**src/rtl/ppu_pkg.sv**
```systemverilog
// ppu_pkg: shared PPU definitions for the sprite DMA block.
//   - PPU register numbers as seen on the 3-bit register bus
//   - dma_state_t: sprite DMA controller state encoding
//   - DMA_REG_ADDR: CPU address that triggers a sprite DMA
package ppu_pkg;

    localparam logic [2:0] PPUCTRL   = 3'd0;
    localparam logic [2:0] PPUMASK   = 3'd1;
    localparam logic [2:0] PPUSTATUS = 3'd2;
    localparam logic [2:0] OAMADDR   = 3'd3;
    localparam logic [2:0] OAMDATA   = 3'd4;
    localparam logic [2:0] PPUSCROLL = 3'd5;
    localparam logic [2:0] PPUADDR   = 3'd6;
    localparam logic [2:0] PPUDATA   = 3'd7;

    localparam logic [15:0] DMA_REG_ADDR = 16'h4014;

    typedef enum logic [2:0] {
        IDLE,
        ALIGN,
        RD,
        WAIT,
        STB,
        REL,
        DONE
    } dma_state_t;

endpackage

```
**src/rtl/oam_dma_ctrl.sv**
```systemverilog
// oam_dma_ctrl: sprite DMA bus initiator.
// A trigger with page P copies XFER_LEN bytes from CPU memory {P,00}.. into
// OAM through single write strobes on OAMDATA, holding the CPU halted while
// the transfer runs.
// Ports:
//   clk, reset          clock, asynchronous active-high reset
//   dma_start/dma_page  one-cycle trigger and source page
//   mem_addr/mem_rd     CPU memory read request (one cycle per byte)
//   mem_rdata           read data, valid MEM_LAT cycles after mem_rd
//   ppu_cs_n/ppu_we/ppu_reg_addr/ppu_wdata   PPU register bus
//   bus_grant/cpu_rdy/dma_busy               arbitration / CPU halt
//   dma_done            one-cycle pulse after the last strobe is released
module oam_dma_ctrl
    import ppu_pkg::*;
#(
    parameter int XFER_LEN     = 256,
    parameter int MEM_LAT      = 1,
    parameter int ALIGN_CYCLES = 1
) (
    input  logic        clk,
    input  logic        reset,
    input  logic        dma_start,
    input  logic [7:0]  dma_page,
    output logic [15:0] mem_addr,
    output logic        mem_rd,
    input  logic [7:0]  mem_rdata,
    output logic        ppu_cs_n,
    output logic        ppu_we,
    output logic [2:0]  ppu_reg_addr,
    output logic [7:0]  ppu_wdata,
    output logic        bus_grant,
    output logic        cpu_rdy,
    output logic        dma_busy,
    output logic        dma_done
);

    localparam int WAIT_MAX = (MEM_LAT > ALIGN_CYCLES) ? MEM_LAT : ALIGN_CYCLES;
    localparam int WCW      = $clog2(WAIT_MAX + 1);

    dma_state_t     r_state;
    logic [7:0]     r_page;
    logic [8:0]     r_cnt;
    logic [WCW-1:0] r_wait;   // cycles left in ALIGN/WAIT; 0 = last cycle

    // All outputs are registered and set on the transition into the state
    // that owns them, so they line up with the state register.
    always_ff @(posedge clk or posedge reset) begin
        if (reset) begin
            r_state      <= IDLE;
            r_page       <= '0;
            r_cnt        <= '0;
            r_wait       <= '0;
            mem_addr     <= '0;
            mem_rd       <= 1'b0;
            ppu_cs_n     <= 1'b1;
            ppu_we       <= 1'b0;
            ppu_reg_addr <= '0;
            ppu_wdata    <= '0;
            bus_grant    <= 1'b0;
            cpu_rdy      <= 1'b1;
            dma_busy     <= 1'b0;
            dma_done     <= 1'b0;
        end else begin
            mem_rd   <= 1'b0;
            dma_done <= 1'b0;
            case (r_state)
                IDLE: begin
                    if (dma_start) begin
                        r_page       <= dma_page;
                        r_cnt        <= '0;
                        cpu_rdy      <= 1'b0;
                        dma_busy     <= 1'b1;
                        bus_grant    <= 1'b1;
                        ppu_reg_addr <= OAMDATA;
                        if (ALIGN_CYCLES == 0) begin
                            r_state  <= RD;
                            mem_rd   <= 1'b1;
                            mem_addr <= {dma_page, 8'h00};
                        end else begin
                            r_state <= ALIGN;
                            r_wait  <= WCW'(ALIGN_CYCLES - 1);
                        end
                    end
                end
                ALIGN: begin
                    if (r_wait == '0) begin
                        r_state  <= RD;
                        mem_rd   <= 1'b1;
                        mem_addr <= {r_page, r_cnt[7:0]};
                    end else begin
                        r_wait <= r_wait - WCW'(1);
                    end
                end
                RD: begin
                    r_state <= WAIT;
                    r_wait  <= WCW'(MEM_LAT - 1);
                end
                WAIT: begin
                    if (r_wait == '0) begin
                        r_state   <= STB;
                        ppu_wdata <= mem_rdata;
                        ppu_cs_n  <= 1'b0;
                        ppu_we    <= 1'b1;
                    end else begin
                        r_wait <= r_wait - WCW'(1);
                    end
                end
                STB: begin
                    // Release for a full cycle so every byte gets its own falling edge.
                    r_state  <= REL;
                    ppu_cs_n <= 1'b1;
                    ppu_we   <= 1'b0;
                end
                REL: begin
                    if (r_cnt == 9'(XFER_LEN - 1)) begin
                        r_state   <= DONE;
                        dma_done  <= 1'b1;
                        cpu_rdy   <= 1'b1;
                        dma_busy  <= 1'b0;
                        bus_grant <= 1'b0;
                    end else begin
                        r_state  <= RD;
                        r_cnt    <= r_cnt + 9'd1;
                        mem_rd   <= 1'b1;
                        // Low byte wraps within the page; the page never carries.
                        mem_addr <= {r_page, r_cnt[7:0] + 8'd1};
                    end
                end
                DONE: begin
                    // A trigger coinciding with this cycle is dropped.
                    r_state <= IDLE;
                end
                default: r_state <= IDLE;
            endcase
        end
    end

endmodule

```
**config.mk**
```make
export PLATFORM = sky130hd
export DESIGN_NAME = oam_dma_ctrl
export DESIGN_NICKNAME = d
export VERILOG_FILES = /design/src/rtl/ppu_pkg.sv /design/src/rtl/oam_dma_ctrl.sv
export SDC_FILE = /design/constraint.sdc
export NUM_CORES = 1
export LEC_CHECK = 0
export CORE_MARGIN = 4
export CORE_UTILIZATION = 50
export DETAILED_ROUTE_END_ITERATION = 7
export GPL_ROUTABILITY_DRIVEN = 0
export PLACE_DENSITY = 0.77
export REMOVE_ABC_BUFFERS = 1
export SYNTH_ARGS = -nofsm -noshare
export SYNTH_HDL_FRONTEND = slang
export SYNTH_SLANG_ARGS = --single-unit
```
**constraint.sdc**
```tcl
create_clock -name clk -period 2.8 [get_ports clk]
set_input_delay 0.56 -clock clk [delete_from_list [all_inputs] [get_ports clk]]
set_output_delay 0.56 -clock clk [all_outputs]
set_load 0.01 [all_outputs]
```
==> reports/summary.txt <==
worst r2r src -> r_cnt[1]
CP max FO -> 13
Worst-Skew Late Latency -> 0.29 ns
final worst path period need -> 2.51 ns
status -> finished clean
Buffers on Ports -> 50
fin crit share -> 89.5%
Setup Viol. Count Final -> 0
EDFF count, synth -> 0
Synth Instances -> 196
CP startpoint -> r_cnt[1]
CP peak stage delay -> 0.47 ns
Synth warnings -> 0
setup TNS -> 0 ns
register area share after synthesis -> 54.4%
# Post-CTS Setup Buffers -> 0
Post-Syn Area -> 2350 µm²
highest metal used -> met4
cell taking the most area after synthesis -> dfrtp_1
CP dominant cell by count -> ha_1
# resized after CTS -> 0
pin count of the biggest net entering global routing -> 29
initial antenna violation count -> 0
top_reg_cell synth -> dfrtp_1
number of vias per cell -> 5.57
final net count -> 268
Worst Path Required -> 2.99 ns
Pleak -> 0.00122 µW
CP max stage cell -> dfrtp_1
min-delay src -> cpu_rdy
top-area cell type share of the netlist area -> 52.2%
post-route cell area -> 3000 µm²
Cell variety after synth -> 54
startpoint types -> register
worst hold path class -> reg2reg
clk sink count -> 51
Crit path arrival time -> 2.69 ns
RSZ-0062 raised after global routing -> no
Ant. Diodes -> 0
layout cell share with drive strength beyond 1 -> 20.7%
critical path's top delay family -> adder cells
Core ar. -> 4440 µm²
CTS tree -> built
total I/O pin count -> 53
Yosys reg bits -> 51
DP Wirelength -> 3.32 mm
worst vdd ir -> 0.000567 V
clock-pin transition on the worst setup and hold timing paths -> 0.08 ns
WL met1 -> 2.11 mm
Avg Cell Area, Syn -> 12.0 µm²
Pre-antenna DRT Iters -> 4
clk root buf -> clkbuf_8
Crit Path Class -> reg2reg
routed len/inst -> 15.5 µm
DIE HEIGHT -> 76.5 µm
Clock Skew -> 0.00445 ns
total die area -> 5860 µm²
Num CTS Buffers -> 5
CTS H-Tree Depth -> 2
via count -> 1,660
Core Rows -> 24
Critical path buffers and inverters -> 2
Least-Margin Pin Slew -> 0.502 ns
pwr dens -> 980 nW/µm²
first-pass GRT wire length -> 7.82 mm
Final Max Tran Viols -> 0
fraction of registers with async set/reset -> 100%
final hold viol count -> 0
area grow syn2layout -> 27.7%
Initial Util -> 52.8%
Max Cap Violations -> 0
GR Util All Layers -> 16.6%
Die X -> 76.5 µm
vias in the first global route -> 1,639
FMAX -> 0.399 GHz
1st-iter DRT viols -> 162
Hold-fix buffers, CTS -> 0
Total Routed Length -> 4.62 mm
Max Buffers Root-to-Sink -> 2
CP Capture Type -> register
Synth area leaders -> dfrtp_1 (52%), mux2_2 (12%), dfstp_2 (2.2%)
met2 WL -> 2.16 mm
DP Area -> 2900 µm²
antenna viol nets, final -> 0
total congestion overflow -> 0
Slew HR -> 66.5%
crit-path cells -> ha_1, inv_1, nor4_1, ha_1, nand2_1, nand2_2, inv_2, mux2_2
DR DRC count -> 0
met3 wire length -> 306 µm
synthesized netlist by cell type, types with 6 or more instances:
cell / n
a21oi_1: 7
dfrtp_1: 49
mux2_2: 25
nand2_1: 11
o21ai_0: 8
buf_2: 6
inv_1: 11
nand3_1: 6
power breakdown:
group          switching (µW)  leakage (µW)  internal, µW
sequential                234      0.000622          1030
combinational             496      0.000542           701
clock                     218     0.0000513           262
total                     947       0.00122          1990
registers in the layout, indices dropped and copies added, names as in the netlist:
register,count
ppu_wdata,8
cpu_rdy,1
ppu_reg_addr,1
dma_busy,1
r_page,8
r_state,3
r_cnt,9
mem_addr,16
ppu_we,1
dma_done,1
ppu_cs_n,1
mem_rd,1
placed cells by master (no fill, tap or decap), types with 2 or more instances in the layout:
master           count
o21ai_0              8
nor4bb_1             2
a2bb2oi_1            2
ha_1                 3
o211ai_1             4
o22ai_1              2
buf_4                4
nand3_1              6
nand2_1             11
inv_2                2
dfstp_2              2
inv_1               10
mux2_2              25
a211oi_1             4
and2_1               2
clkbuf_8             5
nand4_1              4
nor2_1               4
nand2b_1             2
a21oi_1              7
dfrtp_1             49
and3_1               2
nor2b_1              2
a31oi_1              2
conb_1               2
clkdlybuf4s50_1     50
final timing paths:
path | end | slack (ns) | cells after the start
worst min register to register | cpu_rdy | 0.47 | 2
min in group asynchronous | r_page[6] | 0.60 | 2
max in group asynchronous | cpu_rdy | 1.61 | 3
worst max-delay path | mem_addr[4] | 0.29 | 8
worst min-delay path | cpu_rdy | 0.47 | 2
worst max register to register | mem_addr[4] | 0.29 | 8
tightest hold or removal path: stages, from the launching register on:
cell and delay, ns:
dfstp_2 0.37, inv_1 0.04, o21bai_1 0.06
cell type report:
class | count | area (µm²)
fill | 343 | 1450
sequential | 51 | 1280
multi-input combinational | 121 | 956
timing repair buffer | 55 | 551
clock buffer | 6 | 72.6
tap | 52 | 65.1
inverter | 12 | 45.0
clock inverter | 1 | 30.0
per-stage QoR:
stage	total power, µW	setup WS (ns)	cells	hold WS, ns	util, %
after global routing	3140	0.0401	298	0.493	67.5
after detailed placement	2480	0.295	291	0.461	65.1
after global placement	2460	0.425	291	0.459	65.1
final	2940	0.294	298	0.475	67.5
after CTS	2980	0.288	298	0.477	67.5
after floorplan	1890	0.642	184	0.475	-
metal layers:
layer	vias to the layer above	GRT usage, %
li1	804	-
met3	4	6.38
met5	-	0
met4	0	5.80
met2	47	24.9
met1	805	22.1
cells by family after synthesis:
group / Yosys count / share of synthesized area [%]
adders and majority gates: 3 / 1.60
and+or+nand+nor: 48 / 13.2
muxes: 26 / 12.5
other: 1 / 0.160
buffers and inverters: 25 / 5.01
AOI/OAI and AO/OA: 41 / 12.7
xor gates and xnor gates: 1 / 0.373
DFF: 51 / 54.4
No activity file was read; power rests on OpenSTA's default activity.
